[config.mk]
export PLATFORM = sky130hd
export DESIGN_NAME = gf_pow_ctrl
export DESIGN_NICKNAME = d
export VERILOG_FILES = /design/src/rtl/gf_pow_ctrl.sv
export SDC_FILE = /design/constraint.sdc
export NUM_CORES = 1
export LEC_CHECK = 0
export BUFFER_PORTS_ARGS = -buffer_cell sky130_fd_sc_hd__buf_2
export CORE_ASPECT_RATIO = 1.5
export CORE_MARGIN = 2
export CORE_UTILIZATION = 41
export CTS_CLUSTER_DIAMETER = 50
export DETAILED_ROUTE_END_ITERATION = 8
export SYNTH_ARGS = -nofsm -noshare
export SYNTH_HDL_FRONTEND = slang
export SYNTH_SLANG_ARGS = --single-unit
[constraint.sdc]
create_clock -name clk -period 3.5 [get_ports clk]
set_input_delay 0.7 -clock clk [delete_from_list [all_inputs] [get_ports clk]]
set_output_delay 0.7 -clock clk [all_outputs]
set_load 0.02 [all_outputs]
[src/rtl/gf_pow_ctrl.sv]
// rtl/gf_pow_ctrl.sv - GF(2^M_P) exponentiation by MSB-first square-and-multiply
module gf_pow_ctrl #(
    parameter int             M_P  = 8,
    parameter logic [M_P-1:0] POLY = 8'h1B
) (
    input  logic           clk,
    input  logic           rst,
    input  logic           req_valid,
    output logic           req_ready,
    input  logic [M_P-1:0] req_base,
    input  logic [M_P-1:0] req_exp,
    input  logic           req_inv,
    output logic           rsp_valid,
    input  logic           rsp_ready,
    output logic [M_P-1:0] rsp_data,
    output logic           rsp_zinv,
    output logic           busy
);

    localparam int KW = (M_P > 1) ? $clog2(M_P) : 1;
    localparam logic [KW-1:0] K_TOP = KW'(M_P - 1);
    // Fermat inverse exponent 2^M_P - 2: all ones with the LSB clear.
    localparam logic [M_P-1:0] INV_EXP = {{(M_P-1){1'b1}}, 1'b0};

    typedef enum logic [1:0] {
        S_IDLE = 2'd0,
        S_SQR  = 2'd1,
        S_MUL  = 2'd2,
        S_DONE = 2'd3
    } state_t;

    state_t          r_state;
    state_t          w_state_nxt;
    logic [M_P-1:0]  r_acc;
    logic [M_P-1:0]  r_base;
    logic [M_P-1:0]  r_exp;
    logic [KW-1:0]   r_k;
    logic            r_zinv;
    logic            r_req_ready;
    logic            r_rsp_valid;

    logic [M_P-1:0]  w_op_b;
    logic [M_P-1:0]  w_prod;
    logic [M_P-1:0]  w_acc_nxt;
    logic [KW-1:0]   w_k_nxt;
    logic            w_accept;
    logic            w_rsp_hs;

    // Horner-style product: shift/reduce once per bit of b, MSB first.
    function automatic logic [M_P-1:0] gf_mul(input logic [M_P-1:0] a,
                                              input logic [M_P-1:0] b);
        logic [M_P-1:0] p;
        p = '0;
        for (int i = M_P - 1; i >= 0; i--) begin
            p = {p[M_P-2:0], 1'b0} ^ (p[M_P-1] ? POLY : '0);
            if (b[i]) begin
                p = p ^ a;
            end
        end
        return p;
    endfunction

    assign w_op_b   = (r_state == S_MUL) ? r_base : r_acc;
    assign w_prod   = gf_mul(r_acc, w_op_b);
    assign w_accept = (r_state == S_IDLE) && req_valid && r_req_ready;
    assign w_rsp_hs = (r_state == S_DONE) && rsp_ready;

    always_comb begin
        w_state_nxt = r_state;
        w_acc_nxt   = r_acc;
        w_k_nxt     = r_k;
        case (r_state)
            S_IDLE: begin
                if (w_accept) begin
                    w_state_nxt = S_SQR;
                    w_acc_nxt   = {{(M_P-1){1'b0}}, 1'b1};
                    w_k_nxt     = K_TOP;
                end
            end
            S_SQR: begin
                w_acc_nxt = w_prod;
                if (r_exp[r_k]) begin
                    w_state_nxt = S_MUL;
                end else if (r_k == '0) begin
                    w_state_nxt = S_DONE;
                end else begin
                    w_k_nxt = r_k - 1'b1;
                end
            end
            S_MUL: begin
                w_acc_nxt = w_prod;
                if (r_k == '0) begin
                    w_state_nxt = S_DONE;
                end else begin
                    w_k_nxt     = r_k - 1'b1;
                    w_state_nxt = S_SQR;
                end
            end
            S_DONE: begin
                if (w_rsp_hs) begin
                    w_state_nxt = S_IDLE;
                end
            end
            default: w_state_nxt = S_IDLE;
        endcase
    end

    always_ff @(posedge clk or posedge rst) begin
        if (rst) begin
            r_state <= S_IDLE;
        end else begin
            r_state <= w_state_nxt;
        end
    end

    // Handshake flags are registered from the next state so no output
    // depends combinationally on req_* or rsp_ready.
    always_ff @(posedge clk or posedge rst) begin
        if (rst) begin
            r_acc       <= '0;
            r_k         <= '0;
            r_base      <= '0;
            r_exp       <= '0;
            r_zinv      <= 1'b0;
            r_req_ready <= 1'b0;
            r_rsp_valid <= 1'b0;
        end else begin
            r_acc       <= w_acc_nxt;
            r_k         <= w_k_nxt;
            r_req_ready <= (w_state_nxt == S_IDLE);
            r_rsp_valid <= (w_state_nxt == S_DONE);
            if (w_accept) begin
                r_base <= req_base;
                r_exp  <= req_inv ? INV_EXP : req_exp;
                r_zinv <= req_inv && (req_base == '0);
            end else if (w_rsp_hs) begin
                r_zinv <= 1'b0;
            end
        end
    end

    assign req_ready = r_req_ready;
    assign rsp_valid = r_rsp_valid;
    assign rsp_data  = r_acc;
    assign rsp_zinv  = r_zinv;
    assign busy      = (r_state != S_IDLE);

endmodule

==> results of run 1 <==
## metal layers
layer | track usage | wire, um | share of wire
met4 | 0.123 | 393 | 0.054
met5 | 0 | 0 | 0
met2 | 0.378 | 3890 | 0.53
met1 | 0.243 | 2730 | 0.37
met3 | 0.0363 | 285 | 0.039
## synthesized netlist by cell type, types with 2 or more instances
| cell | instances |
|---|---|
| clkbuf_1 | 20 |
| nor2b_1 | 2 |
| mux2_2 | 11 |
| xnor2_1 | 34 |
| nand3_1 | 8 |
| buf_2 | 3 |
| o21a_1 | 2 |
| nand2_1 | 82 |
| dfrtp_1 | 32 |
| nor3_1 | 3 |
| o211ai_1 | 2 |
| o21ai_0 | 31 |
| mux4_2 | 2 |
| a21oi_1 | 24 |
| a31oi_1 | 3 |
| inv_1 | 13 |
| mux2i_1 | 2 |
| o22ai_1 | 5 |
| a21o_1 | 2 |
| xnor3_1 | 3 |
| nor2_1 | 16 |
| xor2_1 | 15 |
| nand2b_1 | 4 |
| and3_1 | 2 |
| ha_1 | 7 |
| nand4_1 | 3 |
## worst reg2reg max path, cell delays in order (launching register included)
cell and delay, ps:
dfrtp_1 430, inv_1 120, ha_1 500, buf_4 290
mux2_1 360, nand2_1 90, xnor2_1 130, xnor2_1 110
xnor2_1 380, xnor2_1 220, xnor2_1 250, a21oi_1 100
o22ai_1 150
## placed cells by master (no fill, tap or decap), types with 3 or more instances in the layout
cell      synthesis  final
nand2_1          82     82
xnor2_1          34     34
buf_2             3     32
dfrtp_1          32     32
o21ai_0          31     31
a21oi_1          24     24
nor2_1           16     16
xor2_1           15     15
inv_1            13     13
mux2_2           11     11
buf_4             0     10
nand3_1           8      8
ha_1              7      7
o22ai_1           5      5
clkbuf_8          0      5
nand2b_1          4      4
a31oi_1           3      3
nand4_1           3      3
xnor3_1           3      3
nor3_1            3      3
## metrics by stage
step | util | power, W | hold WS (ps)
global placement | 0.449 | 0.00355 | 457
floorplan | - | 0.00300 | 445
detailed placement | 0.449 | 0.00359 | 471
CTS | 0.466 | 0.00396 | 487
global route | 0.466 | 0.00430 | 510
finish | 0.466 | 0.00394 | 471
## kinds of logic after synthesis
family / Yosys count / synth area share
buffers and inverters: 40 / 0.0578
xor gates and xnor gates: 54 / 0.191
muxes: 16 / 0.0711
DFF: 32 / 0.285
AOI/OAI and AO/OA: 81 / 0.173
and+or+nand+nor: 126 / 0.192
adders and majority gates: 7 / 0.0311
## power groups by stage
stage          sequential [W]  combinational [W]  clock, W
2_1_floorplan        0.000723            0.00227         0
3_3_place_gp         0.000899            0.00265         0
3_5_place_dp         0.000902            0.00269         0
4_1_cts              0.000894            0.00270  0.000365
5_1_grt              0.000930            0.00299  0.000380
6_report             0.000887            0.00269  0.000358
## sequential cells by signal, summed over array words and instances, names as in the netlist
signal	cells
r_base	8
r_exp	8
r_k	3
r_state	2
req_ready	1
rsp_data	8
rsp_valid	1
rsp_zinv	1
## worst max-delay path by stage
stage                 from     endpoint  slack [ps]  cells after the start
2_1_floorplan  rsp_data[6]  rsp_data[1]         790                     10
3_3_place_gp    r_state[0]  rsp_data[3]         390                     12
3_5_place_dp    r_state[0]  rsp_data[3]         340                     12
4_1_cts         r_state[0]  rsp_data[6]         330                     12
5_1_grt         r_state[0]  rsp_data[4]          20                     11
6_report        r_state[0]  rsp_data[6]         300                     12
## cell type report
| class | instances | share of cell area |
|---|---|---|
| clock inverters | 3 | 0.0135 |
| clock buffers | 5 | 0.0219 |
| repair buffers | 42 | 0.0747 |
| well taps | 78 | 0.0310 |
| multi-input cells | 284 | 0.588 |
| inverters | 14 | 0.0167 |
| flip-flops and latches | 32 | 0.254 |
==> reports/metrics.cfg, run 1 <==
[sta]
layout_setup_ws_ps = 300
fin_crit_sh = 0.914
min_period_ps = 3200
final-max-slew-violation-count = 0
rsz0062_at_grt = false
max_slew_margin = 0.560
setup_viol = 0
tns_ps = 0
tightest_slew_ps = 659
max_freq_mhz = 312
finClkSkew_ps = 13.2
hold_viol_final = 0

[worst_setup_path]
crit_slowest_cell = ha_1
start_kind = flip-flop
max_stage_delay_ps = 500
worstReg2RegStart = r_state[0]
reg2reg_to = rsp_data[6]
cp_top_family = XOR/XNOR gates
worstPathRequired_ps = 3720
reg2reg_depth = 12
crit_buf_inv = 2
crit_chain = inv_1 -> ha_1 -> buf_4 -> mux2_1 -> nand2_1 -> xnor2_1 -> xnor2_1 -> xnor2_1 -> xnor2_1 -> xnor2_1 -> a21oi_1 -> o22ai_1
critPathKind = reg -> reg
crit_fanout = 15
end_kind = flip-flop
worst-r2r-setup-slack_ps = 300
crit_arrival_ps = 3420
crit_top_cell = xnor2_1

[pwr]
pwr-share-seq = 0.225
clockPowerShare = 0.091
switching_share = 0.481
power_frac_comb = 0.684
leakage_nw = 1.33
ir_worst_vdd_mv = 0.472
p_sw_w = 0.00190
p_per_area_nw_per_um2 = 1250
p_int_w = 0.00204

[drt]
vias = 2547
via_per_inst = 5.56
drc = 0
drt-total-wl_mm = 7.30
post_drt_wl_per_cell_um = 15.9
first_pass_iters = 4
drt_iter0_drc = 158
antenna_left = 0

[global_routing]
grt_pass1_wl_mm = 12.6
gr-usage-all-layers = 0.216
grt_max_degree = 33
gr-total-overflow = 0
grt_pass1_vias = 2546
antenna_found_initial = 0

[floorplan]
rows = 37
die_x_um = 71.6
core_area_um2 = 6760
dieHeight_um = 105
die_area_um2 = 7560
io_pins = 33
start_util = 0.416

[clocking]
cts_tree = done
post_cts_buffers = 0
h-tree-depth = 2
cts.hold.buffers_added = 0
cts_sinks = 32
clkTransAtPathRegs_ps = 80
clk_latency_ps = 300
cts_resized = 0
ctsLongestPathBuffers = 2
clockRootBuffer = clkbuf_8
cts_made_buffers = 5

[yosys]
yosys.area.top_type_share = 0.285
avgSynthCellArea_um2 = 7.90
yosys_warnings = 0
synth_edf_count = 0
syn-num-nets = 384
synth_largest_area_cell = dfrtp_1
synth_cell_type_count = 51
ys_async_sr_fraction = 1.00
syn_inst = 356
ys_seq_elements = 32
synth_area_leaders = dfrtp_1, nand2_1, xnor2_1
synthFlopType = dfrtp_1
syn-cell-area_um2 = 2810
yosysSeqAreaShare = 0.285

[placement]
post_dp_cell_area_um2 = 3040
routabilityCongestion = 0.960
placed_cells = 450
port_buffers = 32
pre_cts_ws_ps = 345
dpl.hpwl_mm = 5.64

[layout]
regArea_um2 = 801
final_cells = 458
nets = 407
layout-drive-gt1-share = 0.189
fillers = 671
final_area_um2 = 3150
multi_input_area_um2 = 1850
area_growth_pct = 11.9
diodes = 0

[run]
max_cap_violations = 0

[outcome]
status = finished clean

[worst_hold_path]
holdCritPathClass = in -> async

Power figures use the tool's default switching activity.
==> run 2: changes to the inputs <==
--- a/config.mk
+++ b/config.mk
@@ -11,6 +11,8 @@
 export CORE_UTILIZATION = 41
 export CTS_CLUSTER_DIAMETER = 50
 export DETAILED_ROUTE_END_ITERATION = 8
+export MAX_ROUTING_LAYER = met4
+export PLACE_DENSITY = 0.6
 export SYNTH_ARGS = -nofsm -noshare
 export SYNTH_HDL_FRONTEND = slang
 export SYNTH_SLANG_ARGS = --single-unit
==> reports/metrics.cfg, run 2 (synthesized netlist as in run 1, its figures left out) <==
[global_routing]
grt_pass1_vias = 2553  ; +0.27%
gr-total-overflow = 0  ; unchanged
antenna_found_initial = 0  ; unchanged
gr-usage-all-layers = 0.223  ; +0.00631
grt_pass1_wl_mm = 12.6  ; +0.17%
grt_max_degree = 33  ; unchanged

[layout]
final_cells = 458  ; unchanged
nets = 407  ; unchanged
diodes = 0  ; unchanged
layout_commonest_cell = nand2_1
area_growth_pct = 11.9  ; unchanged
final_cell_mix = nand2_1, xnor2_1, buf_2, dfrtp_1, o21ai_0
layout-drive-gt1-share = 0.189  ; unchanged

[clocking]
clkTransAtPathRegs_ps = 80  ; about the same
ctsLongestPathBuffers = 2  ; unchanged
cts_made_buffers = 5  ; unchanged
h-tree-depth = 2  ; unchanged
post_cts_buffers = 0  ; unchanged
clockRootBuffer = clkbuf_8
cts_resized = 0  ; unchanged
cts.hold.buffers_added = 0  ; unchanged
cts_sinks = 32  ; unchanged
clk_latency_ps = 300  ; about the same
cts_tree = done

[placement]
port_buffers = 32  ; unchanged
routabilityCongestion = 0.978  ; +1.8%
placed_cells = 450  ; unchanged
dpl.hpwl_mm = 5.64  ; unchanged

[sta]
finClkSkew_ps = 12.9  ; -0.288 ps
rsz0062_at_grt = false
final-max-slew-violation-count = 0  ; unchanged
fin_crit_sh = 0.917  ; +0.00241
max_freq_mhz = 312  ; -0.26%
min_period_ps = 3210  ; +8.44 ps
hold_viol_final = 0  ; unchanged
setup_viol = 0  ; unchanged
tns_ps = 0  ; unchanged
max_slew_margin = 0.554  ; -0.00525
tightest_slew_ps = 667  ; +7.85 ps

[worst_setup_path]
crit_arrival_ps = 3420  ; about the same
crit_top_cell = xnor2_1
crit_chain = inv_1 -> ha_1 -> buf_4 -> mux2_1 -> nand2_1 -> xnor2_1 -> xnor2_1 -> xnor2_1 -> xnor2_1 -> xnor2_1 -> a21oi_1 -> o22ai_1
critPathKind = reg -> reg
crit_fanout = 15  ; unchanged
crit_slowest_cell = ha_1
end_kind = flip-flop
max_stage_delay_ps = 500  ; about the same
start_kind = flip-flop
worstPathRequired_ps = 3720  ; about the same

[drt]
post_drt_wl_per_cell_um = 16.0  ; +0.11%
drc = 0  ; unchanged
first_pass_iters = 4  ; unchanged
drt-total-wl_mm = 7.31  ; +0.11%
drt_iter0_drc = 126  ; -20%
via_per_inst = 5.55  ; -0.27%
vias = 2540  ; -0.27%
antenna_left = 0  ; unchanged

[floorplan]
core_area_um2 = 6760  ; unchanged
rows = 37  ; unchanged
io_pins = 33  ; unchanged
die_x_um = 71.6  ; unchanged
die_area_um2 = 7560  ; unchanged
dieHeight_um = 105  ; unchanged
start_util = 0.416  ; unchanged

[worst_hold_path]
holdCritPathClass = in -> async

[pwr]
p_per_area_nw_per_um2 = 1250  ; about the same
leakage_nw = 1.33  ; unchanged
ir_worst_vdd_mv = 0.471  ; -0.30%

[outcome]
status = finished clean

[run]
max_cap_violations = 0  ; unchanged

## run 2: area by class of cell
class	instances	area, um^2
clock buffer	5	68.8
clock inverter	3	42.5
fill	671	3610
inverter	14	52.6
multi-input combinational	284	1850
sequential	32	801
tap	78	97.6
timing repair buffer	42	235
## run 2: per-stage QoR
stage | utilization | power (W) | setup WS (ps) | area [um^2] | hold slack [ps]
2_1_floorplan | - | 0.00300 | 793 | 2810 | 445
5_1_grt | 0.466 | 0.00430 | 15.0 | 3150 | 510
3_3_place_gp | 0.449 | 0.00355 | 392 | 3040 | 457
3_5_place_dp | 0.449 | 0.00359 | 345 | 3040 | 471
6_report | 0.466 | 0.00394 | 291 | 3150 | 468
4_1_cts | 0.466 | 0.00396 | 327 | 3150 | 487
## run 2: metal layers
| layer | vias to the layer above | share of wire | track usage | routed length [um] |
|---|---|---|---|---|
| met2 | 65 | 0.53 | 0.378 | 3910 |
| met5 | - | 0 | - | 0 |
| met1 | 1211 | 0.38 | 0.243 | 2800 |
| li1 | 1240 | - | - | - |
| met3 | 24 | 0.030 | 0.0373 | 220 |
| met4 | 0 | 0.052 | 0.123 | 380 |
## run 2: worst paths after layout
| check | from | end | slack [ps] | depth (start not counted) |
|---|---|---|---|---|
| setup / recovery | r_state[0] | rsp_data[6] | 290 | 12 |
| hold / removal | rst | rsp_zinv | 470 | 3 |
| setup reg to reg | r_state[0] | rsp_data[6] | 290 | 12 |
| hold reg to reg | r_exp[1] | r_exp[1] | 480 | 2 |
| max in group asynchronous | rst | rsp_data[1] | 2710 | 3 |
| min in group clk | r_exp[1] | r_exp[1] | 480 | 2 |
## run 2: critical path, delay by kind of cell (launching register included)
family / cells / cell delay [ps]
mux: 1 / 360
buf+inv: 2 / 410
fa+ha+maj: 1 / 500
compound gates: 2 / 250
flops: 1 / 430
simple gates: 1 / 90
xor+xnor: 5 / 1090
## run 2: power by group
part	switching, W	internal [W]
registers	0.000345	0.000545
clock network	0.000147	0.000210
logic	0.00141	0.00129
